File: src/rtl/efuse_seq_ctrl.sv
// eFuse top-level sequencer: auto-loads all words into shadow registers after reset,
// then arbitrates single-word software reads and key-protected programs with read-back verify.
module efuse_seq_ctrl #(
  parameter int          NW         = 64,
  parameter int          WSEL       = 256 / NW,
  parameter int          TMO_W      = 16,
  parameter logic [31:0] UNLOCK_KEY = 32'hA5C3_5A3C
) (
  input  logic                     clk,
  input  logic                     rst_n,
  input  logic [31:0]              rg_efuse_unlock,
  input  logic [$clog2(WSEL)-1:0]  sw_sel,
  input  logic [NW-1:0]            sw_wdata,
  input  logic                     sw_rd_req,
  input  logic                     sw_wr_req,
  output logic                     sw_ack,
  output logic                     sw_err,
  output logic [1:0]               sw_err_code,
  output logic                     busy,
  output logic                     load_done,
  output logic                     load_err,
  output logic [NW*WSEL-1:0]       shadow_data,
  output logic [$clog2(WSEL)-1:0]  write_sel,
  output logic [NW-1:0]            write_data,
  output logic                     write_start,
  input  logic                     write_done,
  input  logic                     busy_write,
  output logic [$clog2(WSEL)-1:0]  read_sel,
  output logic                     read_start,
  input  logic                     read_done,
  input  logic [NW-1:0]            read_data
);

  localparam int SW = $clog2(WSEL);

  typedef enum logic [3:0] {
    AL_START, AL_WAIT, IDLE, RD_START, RD_WAIT, WR_START, WR_WAIT, VF_START, VF_WAIT
  } state_t;

  localparam logic [1:0] CODE_LOCKED = 2'b01;
  localparam logic [1:0] CODE_BUSY   = 2'b10;
  localparam logic [1:0] CODE_FAIL   = 2'b11;

  state_t                   r_state;
  logic [SW-1:0]            r_idx;
  logic [TMO_W-1:0]         r_tmo;
  logic [WSEL-1:0][NW-1:0]  r_shadow;
  logic                     r_ack;
  logic                     r_err;
  logic [1:0]               r_code;
  logic                     r_err_pend;
  logic                     r_busy;
  logic                     r_load_done;
  logic                     r_load_err;
  logic [SW-1:0]            r_write_sel;
  logic [NW-1:0]            r_write_data;
  logic                     r_write_start;
  logic [SW-1:0]            r_read_sel;
  logic                     r_read_start;

  logic w_tmo;
  logic w_req;
  logic w_last;
  logic w_verify_ok;
  logic w_resp;

  assign w_tmo       = (r_tmo == '1);
  assign w_req       = sw_rd_req | sw_wr_req;
  assign w_last      = (r_idx == SW'(WSEL - 1));
  assign w_verify_ok = ((read_data & r_write_data) == r_write_data);

  // A software response is produced this cycle by the FSM itself.
  always_comb begin
    w_resp = 1'b0;
    case (r_state)
      RD_WAIT, VF_WAIT: w_resp = read_done | w_tmo;
      WR_WAIT:          w_resp = ~write_done & w_tmo;
      default:          w_resp = 1'b0;
    endcase
  end

  always_ff @(posedge clk or negedge rst_n) begin
    if (!rst_n) begin
      r_state       <= AL_START;
      r_idx         <= '0;
      r_tmo         <= '0;
      r_shadow      <= '0;
      r_ack         <= 1'b0;
      r_err         <= 1'b0;
      r_code        <= '0;
      r_err_pend    <= 1'b0;
      r_busy        <= 1'b0;
      r_load_done   <= 1'b0;
      r_load_err    <= 1'b0;
      r_write_sel   <= '0;
      r_write_data  <= '0;
      r_write_start <= 1'b0;
      r_read_sel    <= '0;
      r_read_start  <= 1'b0;
    end else begin
      r_ack         <= 1'b0;
      r_err         <= 1'b0;
      r_read_start  <= 1'b0;
      r_write_start <= 1'b0;

      // A stray request colliding with a completion is reported one cycle later.
      if (r_state != IDLE && w_req) begin
        if (w_resp) begin
          r_err_pend <= 1'b1;
        end else begin
          r_err  <= 1'b1;
          r_code <= CODE_BUSY;
        end
      end

      case (r_state)
        AL_START: begin
          r_read_sel   <= r_idx;
          r_read_start <= 1'b1;
          r_tmo        <= '0;
          r_busy       <= 1'b1;
          r_state      <= AL_WAIT;
        end
        AL_WAIT: begin
          if (read_done || w_tmo) begin
            if (read_done) r_shadow[r_idx] <= read_data;
            else           r_load_err      <= 1'b1;
            if (w_last) begin
              r_load_done <= 1'b1;
              r_busy      <= 1'b0;
              r_state     <= IDLE;
            end else begin
              r_idx   <= r_idx + 1'b1;
              r_state <= AL_START;
            end
          end else begin
            r_tmo <= r_tmo + 1'b1;
          end
        end
        IDLE: begin
          if (r_err_pend) begin
            r_err      <= 1'b1;
            r_code     <= CODE_BUSY;
            r_err_pend <= w_req;
          end else if (sw_rd_req) begin
            r_read_sel <= sw_sel;
            r_busy     <= 1'b1;
            r_state    <= RD_START;
            if (sw_wr_req) begin
              r_err  <= 1'b1;
              r_code <= CODE_BUSY;
            end
          end else if (sw_wr_req) begin
            if (rg_efuse_unlock == UNLOCK_KEY) begin
              r_write_sel  <= sw_sel;
              r_write_data <= sw_wdata;
              r_read_sel   <= sw_sel;
              r_busy       <= 1'b1;
              r_state      <= WR_START;
            end else begin
              r_err  <= 1'b1;
              r_code <= CODE_LOCKED;
            end
          end
        end
        RD_START, VF_START: begin
          r_read_start <= 1'b1;
          r_tmo        <= '0;
          r_state      <= (r_state == RD_START) ? RD_WAIT : VF_WAIT;
        end
        RD_WAIT: begin
          if (read_done) begin
            r_shadow[r_read_sel] <= read_data;
            r_ack                <= 1'b1;
            r_busy               <= 1'b0;
            r_state              <= IDLE;
          end else if (w_tmo) begin
            r_err   <= 1'b1;
            r_code  <= CODE_FAIL;
            r_busy  <= 1'b0;
            r_state <= IDLE;
          end else begin
            r_tmo <= r_tmo + 1'b1;
          end
        end
        WR_START: begin
          if (!busy_write) begin
            r_write_start <= 1'b1;
            r_tmo         <= '0;
            r_state       <= WR_WAIT;
          end
        end
        WR_WAIT: begin
          if (write_done) begin
            r_state <= VF_START;
          end else if (w_tmo) begin
            r_err   <= 1'b1;
            r_code  <= CODE_FAIL;
            r_busy  <= 1'b0;
            r_state <= IDLE;
          end else begin
            r_tmo <= r_tmo + 1'b1;
          end
        end
        VF_WAIT: begin
          if (read_done) begin
            r_shadow[r_read_sel] <= read_data;
            if (w_verify_ok) begin
              r_ack <= 1'b1;
            end else begin
              r_err  <= 1'b1;
              r_code <= CODE_FAIL;
            end
            r_busy  <= 1'b0;
            r_state <= IDLE;
          end else if (w_tmo) begin
            r_err   <= 1'b1;
            r_code  <= CODE_FAIL;
            r_busy  <= 1'b0;
            r_state <= IDLE;
          end else begin
            r_tmo <= r_tmo + 1'b1;
          end
        end
        default: begin
          r_busy  <= 1'b0;
          r_state <= IDLE;
        end
      endcase
    end
  end

  assign sw_ack      = r_ack;
  assign sw_err      = r_err;
  assign sw_err_code = r_code;
  assign busy        = r_busy;
  assign load_done   = r_load_done;
  assign load_err    = r_load_err;
  assign shadow_data = r_shadow;
  assign write_sel   = r_write_sel;
  assign write_data  = r_write_data;
  assign write_start = r_write_start;
  assign read_sel    = r_read_sel;
  assign read_start  = r_read_start;

endmodule

File: config.mk
export PLATFORM = sky130hd
export DESIGN_NAME = efuse_seq_ctrl
export DESIGN_NICKNAME = d
export VERILOG_FILES = /design/src/rtl/efuse_seq_ctrl.sv
export SDC_FILE = /design/constraint.sdc
export NUM_CORES = 1
export LEC_CHECK = 0
export ABC_AREA = 1
export BUFFER_PORTS_ARGS = -buffer_cell sky130_fd_sc_hd__buf_2
export CORE_AREA = 2 2 197 199
export CTS_CLUSTER_DIAMETER = 60
export DETAILED_ROUTE_END_ITERATION = 8
export DIE_AREA = 0 0 199 201
export PLACE_DENSITY_LB_ADDON = 0.05
export SLEW_MARGIN = 15
export SYNTH_ARGS = -nofsm -noshare
export SYNTH_HDL_FRONTEND = slang
export SYNTH_SLANG_ARGS = --single-unit
export TNS_END_PERCENT = 10
File: constraint.sdc
create_clock -name clk -period 3.6 [get_ports clk]
set_input_delay 0.18 -clock clk [delete_from_list [all_inputs] [get_ports clk]]
set_output_delay 0.18 -clock clk [all_outputs]
set_load 0.05 [all_outputs]
==> flow_results.xml, run 1 <==
<?xml version="1.0" encoding="UTF-8"?>
<metrics>
  <group name="outcome">
    <metric name="status" unit="">finished clean</metric>
  </group>
  <group name="power">
    <metric name="cellInternalPower" unit="mW">9.912</metric>
    <metric name="p_per_area" unit="mW/mm2">961.8</metric>
    <metric name="seq_power_share" unit="%">31.2</metric>
    <metric name="power_frac_comb" unit="%">47.0</metric>
    <metric name="post-layout-total-power" unit="mW">19.67</metric>
    <metric name="clkPwrFrac" unit="%">21.8</metric>
    <metric name="power.net_switching" unit="mW">9.757</metric>
    <metric name="p_leak" unit="nW">11.22</metric>
    <metric name="sw_frac_of_total" unit="%">49.61</metric>
    <metric name="peakVddDrop" unit="mV">0.5020</metric>
  </group>
  <group name="yosys">
    <metric name="mappedNetlistNets" unit="">1836</metric>
    <metric name="ys_types" unit="">38</metric>
    <metric name="yosys_register_bits" unit="">356</metric>
    <metric name="number_of_standard_cells_after_synthesis" unit="">1662</metric>
    <metric name="yosys-top-cells-count" unit="">524 x sky130_fd_sc_hd__nand2_1, 356 x sky130_fd_sc_hd__dfrtp_1, 209 x sky130_fd_sc_hd__o21ai_0</metric>
    <metric name="post_synth_edffs" unit="">0</metric>
    <metric name="syn_area_per_cell" unit="um2">8.967</metric>
    <metric name="largest_cells_by_area_after_synthesis" unit="">sky130_fd_sc_hd__dfrtp_1 60%, sky130_fd_sc_hd__nand2_1 13%, sky130_fd_sc_hd__o21ai_0 7.0%</metric>
    <metric name="synthDominantAreaCellType" unit="">sky130_fd_sc_hd__dfrtp_1</metric>
    <metric name="synthDominantCellAreaShare" unit="%">59.78</metric>
    <metric name="yosysWarningCount" unit="">0</metric>
    <metric name="ys.flop_type" unit="">sky130_fd_sc_hd__dfrtp_1</metric>
    <metric name="synthMostInstantiatedCell" unit="">sky130_fd_sc_hd__nand2_1</metric>
    <metric name="asyncSetResetFlopFracSynth" unit="%">100.0</metric>
    <metric name="seq_area_frac_synth" unit="%">59.78</metric>
    <metric name="synth.cell_area" unit="mm2">0.01490</metric>
  </group>
  <group name="finish">
    <metric name="syn2layout_area_growth" unit="%">37.23</metric>
    <metric name="antenna-diode-count" unit="">0</metric>
    <metric name="drive_above_1_share" unit="%">27.10</metric>
    <metric name="layout.nets" unit="">2450</metric>
  </group>
  <group name="timing">
    <metric name="slew_violations" unit="">0</metric>
    <metric name="finalSetupTns" unit="ns">0</metric>
    <metric name="fin_worst_skew" unit="ns">0.01383</metric>
    <metric name="max-slew-margin-rel" unit="%">50.27</metric>
    <metric name="post-route-min-period" unit="ns">2.435</metric>
    <metric name="worst_margin_slew" unit="ns">0.7459</metric>
    <metric name="setup_viol" unit="">0</metric>
    <metric name="highest_clock_frequency_the_design_can_meet" unit="GHz">0.4106</metric>
    <metric name="hold_viol" unit="">0</metric>
    <metric name="setup_repair_after_global_routing_missed_its_margin" unit="">no</metric>
    <metric name="final.period_utilization" unit="%">67.65</metric>
  </group>
  <group name="clock_network">
    <metric name="clock_tree_from_tritoncts" unit="">done</metric>
    <metric name="post_cts_resized" unit="">0</metric>
    <metric name="clkSlewWorstSetupHoldPaths" unit="ns">0.06</metric>
    <metric name="holdBufCountCts" unit="">128</metric>
    <metric name="cts_max_level" unit="">2</metric>
    <metric name="clkSinkCount" unit="">356</metric>
    <metric name="root_buffer" unit="">sky130_fd_sc_hd__clkbuf_16</metric>
    <metric name="tritoncts_buffer_count" unit="">41</metric>
    <metric name="clock_tree.buffer_depth" unit="">3</metric>
    <metric name="post-cts-setup-buffer-count" unit="">0</metric>
    <metric name="clkLatencyLatePin" unit="ns">0.56</metric>
  </group>
  <group name="floorplan">
    <metric name="floorplan.die.height" unit="um">201</metric>
    <metric name="start_util" unit="%">39.11</metric>
    <metric name="core_area" unit="mm2">0.03811</metric>
    <metric name="die_ar" unit="mm2">0.04000</metric>
    <metric name="die_x" unit="um">199</metric>
    <metric name="num_rows" unit="">72</metric>
    <metric name="i_o_pins" unit="">502</metric>
  </group>
  <group name="critical_path">
    <metric name="timing.critical_path.from_type" unit="">flop</metric>
    <metric name="critical_path_at" unit="ns">2.91</metric>
    <metric name="setup.worst_path.end_class" unit="">flop</metric>
    <metric name="worst-path-max-fanout" unit="">53</metric>
    <metric name="critical_path_class" unit="">reg2reg</metric>
    <metric name="crit_required" unit="ns">4.08</metric>
  </group>
  <group name="placement">
    <metric name="place.port_buffers" unit="">501</metric>
    <metric name="gp_routability_congestion" unit="">0.8218</metric>
    <metric name="place.detailed.hpwl" unit="mm">34.34</metric>
  </group>
  <group name="route">
    <metric name="routed_via_density" unit="">4.671</metric>
    <metric name="post-route-drc-count" unit="">0</metric>
    <metric name="detailedRoute.firstPassIterationCount" unit="">5</metric>
    <metric name="num_vias" unit="">13190</metric>
    <metric name="drtAntennaViolNets" unit="">0</metric>
    <metric name="route.final.wire_length" unit="mm">47.69</metric>
    <metric name="1st_iter_drt_viols" unit="">665</metric>
    <metric name="route.detailed.wl_per_inst" unit="um">16.89</metric>
  </group>
  <group name="global_route">
    <metric name="grt_pass1_vias" unit="">12920</metric>
    <metric name="grt_max_degree" unit="">92</metric>
    <metric name="grt_pass1_wl" unit="mm">74.37</metric>
    <metric name="grt_use_total" unit="%">24.11</metric>
    <metric name="grt_antenna_before_repair" unit="">0</metric>
    <metric name="global_route_congestion_overflow_total" unit="">0</metric>
  </group>
  <group name="worst_hold_path">
    <metric name="worst_hold_path_type" unit="">in2reg</metric>
  </group>
  <group name="job">
    <metric name="max-cap-violations" unit="">0</metric>
  </group>
</metrics>
-- metal layers --
metal	part of all wire, %	global-route usage (%)
met1	42	30.63
met2	46	38.81
met3	7.3	5.830
met4	4.6	11.25
met5	0	0
-- critical path, stage by stage, from the launching register on --
cell and delay [ns]:
sky130_fd_sc_hd__dfrtp_1 0.45, sky130_fd_sc_hd__nor2_2 0.17, sky130_fd_sc_hd__inv_1 0.10, sky130_fd_sc_hd__nor2_4 0.16, sky130_fd_sc_hd__nor2_8 0.07, sky130_fd_sc_hd__inv_4 0.10
sky130_fd_sc_hd__o21ai_0 0.17, sky130_fd_sc_hd__nand2_4 0.44, sky130_fd_sc_hd__buf_4 0.46, sky130_fd_sc_hd__nand2_1 0.10, sky130_fd_sc_hd__o21ai_0 0.09
-- registers in the layout, indices dropped and copies added (netlist names) --
signal and cells:
shadow_data 256, write_data 64, r_tmo 16, r_state 4
r_idx 2, read_sel 2, sw_err_code 2, write_sel 2
busy 1, load_done 1, load_err 1, r_err_pend 1
read_start 1, sw_ack 1, sw_err 1, write_start 1
-- through the flow --
step | setup slack, ns | cells | area [um2] | util [%] | hold WS, ns
6_report | 1.165 | 2824 | 20450 | 53.67 | 0.02297
5_1_grt | 0.8512 | 2824 | 20450 | 53.67 | 0.01996
4_1_cts | 1.168 | 2824 | 20450 | 53.67 | 0.005456
3_5_place_dp | 1.166 | 2623 | 17770 | 46.62 | 0.2616
3_3_place_gp | 1.230 | 2623 | 17770 | 46.62 | 0.2682
2_1_floorplan | 1.750 | 1662 | 14900 | - | -0.1156
-- cell type report --
type,count,area [um2]
multi-input combinational,1047,4788
timing repair buffer,645,4006
tap,518,648.1
fill,3682,17660
inverter,185,696.9
clock buffer,61,1241
sequential,356,8909
clock inverter,12,161.4
-- cell usage in the layout, fill, tap and decap left out, drive strengths merged, types with 2 or more instances in the layout --
cell type / netlist / layout
nand4: 8 / 8
xor2: 11 / 11
clkinv: 0 / 6
nor2: 79 / 79
dfrtp: 356 / 356
buf: 68 / 517
bufinv: 0 / 3
nor3: 13 / 13
o21ai: 356 / 356
a21oi: 5 / 5
dlygate4sd3: 0 / 128
inv: 185 / 188
clkbuf: 6 / 61
nor3b: 2 / 2
ha: 5 / 5
nand3: 28 / 28
nand2: 530 / 530
-- worst paths after layout --
| check | from | endpoint | slack, ns | depth (start not counted) |
|---|---|---|---|---|
| hold / removal | read_data[27] | shadow_data[219]$_DFFE_PN0P_ | 0.02 | 3 |
| setup reg to reg | r_state[1]$_DFFE_PN0P_ | shadow_data[145]$_DFFE_PN0P_ | 1.16 | 10 |
| min in group asynchronous | rst_n | shadow_data[145]$_DFFE_PN0P_ | 0.22 | 2 |
| max in group asynchronous | rst_n | write_data[57]$_DFFE_PN0P_ | 2.29 | 3 |
| setup / recovery | r_state[1]$_DFFE_PN0P_ | shadow_data[145]$_DFFE_PN0P_ | 1.16 | 10 |
| hold reg to reg | shadow_data[46]$_DFFE_PN0P_ | shadow_data[46]$_DFFE_PN0P_ | 0.48 | 2 |
-- power groups by stage --
stage	logic (mW)	clock network, mW	registers [mW]
final	9.25	4.29	6.13
after global routing	9.87	4.57	6.31
after CTS	9.31	4.42	6.14
after detailed placement	9.20	0	6.19
after global placement	9.14	0	6.16
after floorplan	2.31	0	10.7
-- cell families after synthesis --
kind of cell / synth area share, %
buffers and inverters: 8.295
adders and majority gates: 0.4198
xor gates and xnor gates: 0.7052
DFF: 59.78
and+or+nand+nor: 18.03
AOI/OAI and AO/OA: 12.78
(Power assumes the default switching activity.)
==> run 2, diff against run 1 <==
==> constraint.sdc (replaced) <==
create_clock -name clk -period 2.5 [get_ports clk]
set_input_delay 0.125 -clock clk [delete_from_list [all_inputs] [get_ports clk]]
set_output_delay 0.125 -clock clk [all_outputs]
set_load 0.05 [all_outputs]
==> flow_results.xml, run 2 (synthesis gave the netlist of run 1 again) <==
<?xml version="1.0" encoding="UTF-8"?>
<metrics>
  <group name="floorplan">
    <metric name="i_o_pins" unit="">502</metric>
    <metric name="core_area" unit="mm2">0.03811</metric>
    <metric name="floorplan.die.height" unit="um">201</metric>
    <metric name="num_rows" unit="">72</metric>
    <metric name="die_x" unit="um">199</metric>
    <metric name="die_ar" unit="mm2">0.04000</metric>
    <metric name="start_util" unit="%">39.11</metric>
  </group>
  <group name="global_route">
    <metric name="grt_antenna_before_repair" unit="">0</metric>
    <metric name="grt_use_total" unit="%">24.04</metric>
    <metric name="grt_pass1_vias" unit="">13020</metric>
    <metric name="global_route_congestion_overflow_total" unit="">0</metric>
    <metric name="grt_pass1_wl" unit="mm">74.73</metric>
    <metric name="grt_max_degree" unit="">101</metric>
  </group>
  <group name="finish">
    <metric name="flip_flop_count_of_the_largest_register_after_layout" unit="">256</metric>
    <metric name="instances_no_fill" unit="">2834</metric>
    <metric name="layout.nets" unit="">2460</metric>
    <metric name="sequential_cell_area" unit="mm2">0.008909</metric>
    <metric name="postLayoutCoreUtil" unit="%">54.06</metric>
    <metric name="layout.filler_cells" unit="">3682</metric>
    <metric name="multiInputGateArea" unit="mm2">0.004788</metric>
    <metric name="drive_above_1_share" unit="%">27.25</metric>
    <metric name="syn2layout_area_growth" unit="%">38.23</metric>
    <metric name="antenna-diode-count" unit="">0</metric>
    <metric name="mostFrequentLayoutCells" unit="">520 x sky130_fd_sc_hd__nand2_1, 500 x sky130_fd_sc_hd__buf_2, 356 x sky130_fd_sc_hd__dfrtp_1, 209 x sky130_fd_sc_hd__o21ai_0, 178 x sky130_fd_sc_hd__inv_1</metric>
    <metric name="final_common_cell" unit="">sky130_fd_sc_hd__nand2_1</metric>
  </group>
  <group name="critical_path">
    <metric name="timing.critical_path.cells" unit="">ha_1 -&gt; nand2_1 -&gt; nor2_1 -&gt; nand2_1 -&gt; nor2_2 -&gt; nor2_1 -&gt; nand2_1 -&gt; nand2_1 -&gt; inv_1 -&gt; nand2_1 -&gt; nor2_1 -&gt; o21ai_0</metric>
    <metric name="most_frequent_cell_on_critical_path" unit="">sky130_fd_sc_hd__nand2_1</metric>
    <metric name="setup.worst_path.end_class" unit="">flop</metric>
    <metric name="critical_path_class" unit="">reg2reg</metric>
    <metric name="critical_path_at" unit="ns">2.62</metric>
    <metric name="timing.critical_path.from_type" unit="">flop</metric>
    <metric name="timing.critical_path.slowest_stage_cell" unit="">sky130_fd_sc_hd__dfrtp_1</metric>
    <metric name="kind_of_cell_with_the_highest_combined_delay_on_the_critical_path" unit="">simple AND/OR/NAND/NOR gates</metric>
    <metric name="worst-path-max-fanout" unit="">7</metric>
    <metric name="cp_slowest_stage_delay" unit="ns">0.44</metric>
    <metric name="critical_path_buf_inv_count" unit="">1</metric>
    <metric name="crit_required" unit="ns">2.90</metric>
  </group>
  <group name="timing">
    <metric name="slew_violations" unit="">0</metric>
    <metric name="hold_viol" unit="">0</metric>
    <metric name="setup_repair_after_global_routing_missed_its_margin" unit="">no</metric>
    <metric name="finalSetupTns" unit="ns">0</metric>
    <metric name="post-route-min-period" unit="ns">2.215</metric>
    <metric name="fin_worst_skew" unit="ns">0.01711</metric>
    <metric name="setup_viol" unit="">0</metric>
    <metric name="highest_clock_frequency_the_design_can_meet" unit="GHz">0.4515</metric>
    <metric name="worst_margin_slew" unit="ns">0.6209</metric>
    <metric name="final.period_utilization" unit="%">88.60</metric>
    <metric name="max-slew-margin-rel" unit="%">58.61</metric>
  </group>
  <group name="route">
    <metric name="num_vias" unit="">13140</metric>
    <metric name="post-route-drc-count" unit="">0</metric>
    <metric name="routed_via_density" unit="">4.636</metric>
    <metric name="1st_iter_drt_viols" unit="">584</metric>
    <metric name="drtAntennaViolNets" unit="">0</metric>
    <metric name="route.final.wire_length" unit="mm">48.23</metric>
    <metric name="route.detailed.wl_per_inst" unit="um">17.02</metric>
    <metric name="detailedRoute.firstPassIterationCount" unit="">5</metric>
  </group>
  <group name="power">
    <metric name="p_per_area" unit="mW/mm2">1374</metric>
    <metric name="clkPwrFrac" unit="%">21.7</metric>
    <metric name="post-layout-total-power" unit="mW">28.31</metric>
    <metric name="seq_power_share" unit="%">31.1</metric>
    <metric name="sw_frac_of_total" unit="%">49.31</metric>
    <metric name="power.net_switching" unit="mW">13.96</metric>
    <metric name="peakVddDrop" unit="mV">0.7526</metric>
    <metric name="cellInternalPower" unit="mW">14.35</metric>
    <metric name="p_leak" unit="nW">11.29</metric>
    <metric name="power_frac_comb" unit="%">47.2</metric>
  </group>
  <group name="clock_network">
    <metric name="clkSinkCount" unit="">356</metric>
    <metric name="tritoncts_buffer_count" unit="">41</metric>
    <metric name="clock_tree_from_tritoncts" unit="">done</metric>
    <metric name="clkSlewWorstSetupHoldPaths" unit="ns">0.05</metric>
    <metric name="cts_max_level" unit="">2</metric>
    <metric name="clkLatencyLatePin" unit="ns">0.53</metric>
    <metric name="post-cts-setup-buffer-count" unit="">0</metric>
    <metric name="root_buffer" unit="">sky130_fd_sc_hd__clkbuf_16</metric>
    <metric name="clock_tree.buffer_depth" unit="">3</metric>
  </group>
  <group name="placement">
    <metric name="gp_routability_congestion" unit="">0.8645</metric>
    <metric name="place.port_buffers" unit="">501</metric>
    <metric name="place_inst" unit="">2629</metric>
    <metric name="place.detailed.hpwl" unit="mm">34.50</metric>
  </group>
  <group name="worst_hold_path">
    <metric name="worst_hold_path_type" unit="">in2reg</metric>
  </group>
  <group name="job">
    <metric name="max-cap-violations" unit="">0</metric>
  </group>
  <group name="outcome">
    <metric name="status" unit="">finished clean</metric>
  </group>
</metrics>
==> run 2: metal layers <==
layer / routed length [um] / up-vias / GRT usage [%] / share of wire (%)
met2: 23000 / 392 / 39.89 / 48
met4: 1369 / 0 / 7.862 / 2.8
met3: 3496 / 70 / 6.200 / 7.2
met5: 0 / - / 0 / 0
li1: - / 6523 / - / -
met1: 20360 / 6153 / 30.60 / 42
==> run 2: worst paths after layout <==
path | startpoint | depth (start not counted) | endpoint | slack (ns)
min in group asynchronous | rst_n | 2 | shadow_data[146]$_DFFE_PN0P_ | 0.12
worst max-delay path | r_tmo[0]$_DFFE_PN0P_ | 12 | r_state[0]$_DFFE_PN0P_ | 0.29
worst min register to register | shadow_data[146]$_DFFE_PN0P_ | 2 | shadow_data[146]$_DFFE_PN0P_ | 0.48
worst max register to register | r_tmo[0]$_DFFE_PN0P_ | 12 | r_state[0]$_DFFE_PN0P_ | 0.29
worst min-delay path | sw_wr_req | 3 | r_err_pend$_DFF_PN0_ | 0.03
max in group asynchronous | rst_n | 3 | shadow_data[236]$_DFFE_PN0P_ | 1.44
==> run 2: cell type report <==
class / instances / area share [%]
inverters: 185 / 3.383
multi-input cells: 1047 / 23.24
well taps: 518 / 3.146
clock inverters: 20 / 1.209
flip-flops and latches: 356 / 43.25
clock buffers: 53 / 5.545
repair buffers: 655 / 20.23
==> run 2: timing repair <==
action,in CTS,in global routing
gates resized for setup,0,0
hold buffers,132,0
setup endpoints to repair,0,0
hold endpoints to repair,370,0
==> run 2: worst register-to-register path: cells and delay by family, from the launching register on <==
kind                     cells  cell delay [ns]
AO/OA/AOI/OAI                1             0.11
adder cells (fa/ha/maj)      1             0.24
AND/OR/NAND/NOR              9             1.24
flip-flops                   1             0.44
buffers and inverters        1             0.06
==> run 2: through the flow <==
stage	cell area, um2	hold slack, ns	setup WS [ns]
2_1_floorplan	14900	-0.1706	0.6503
3_3_place_gp	17890	0.1144	0.3689
3_5_place_dp	17890	0.1314	0.3156
4_1_cts	20600	0.005065	0.3103
5_1_grt	20600	0.04892	0.03074
6_report	20600	0.03294	0.2851
==> run 2: power groups by stage <==
| stage | Clock (mW) | Combinational [mW] | Sequential (mW) |
|---|---|---|---|
| 5_1_grt | 6.54 | 14.3 | 9.06 |
| 6_report | 6.14 | 13.4 | 8.79 |
| 4_1_cts | 6.30 | 13.5 | 8.80 |
| 3_3_place_gp | 0 | 13.2 | 8.84 |
| 3_5_place_dp | 0 | 13.3 | 8.87 |
| 2_1_floorplan | 0 | 3.32 | 15.4 |
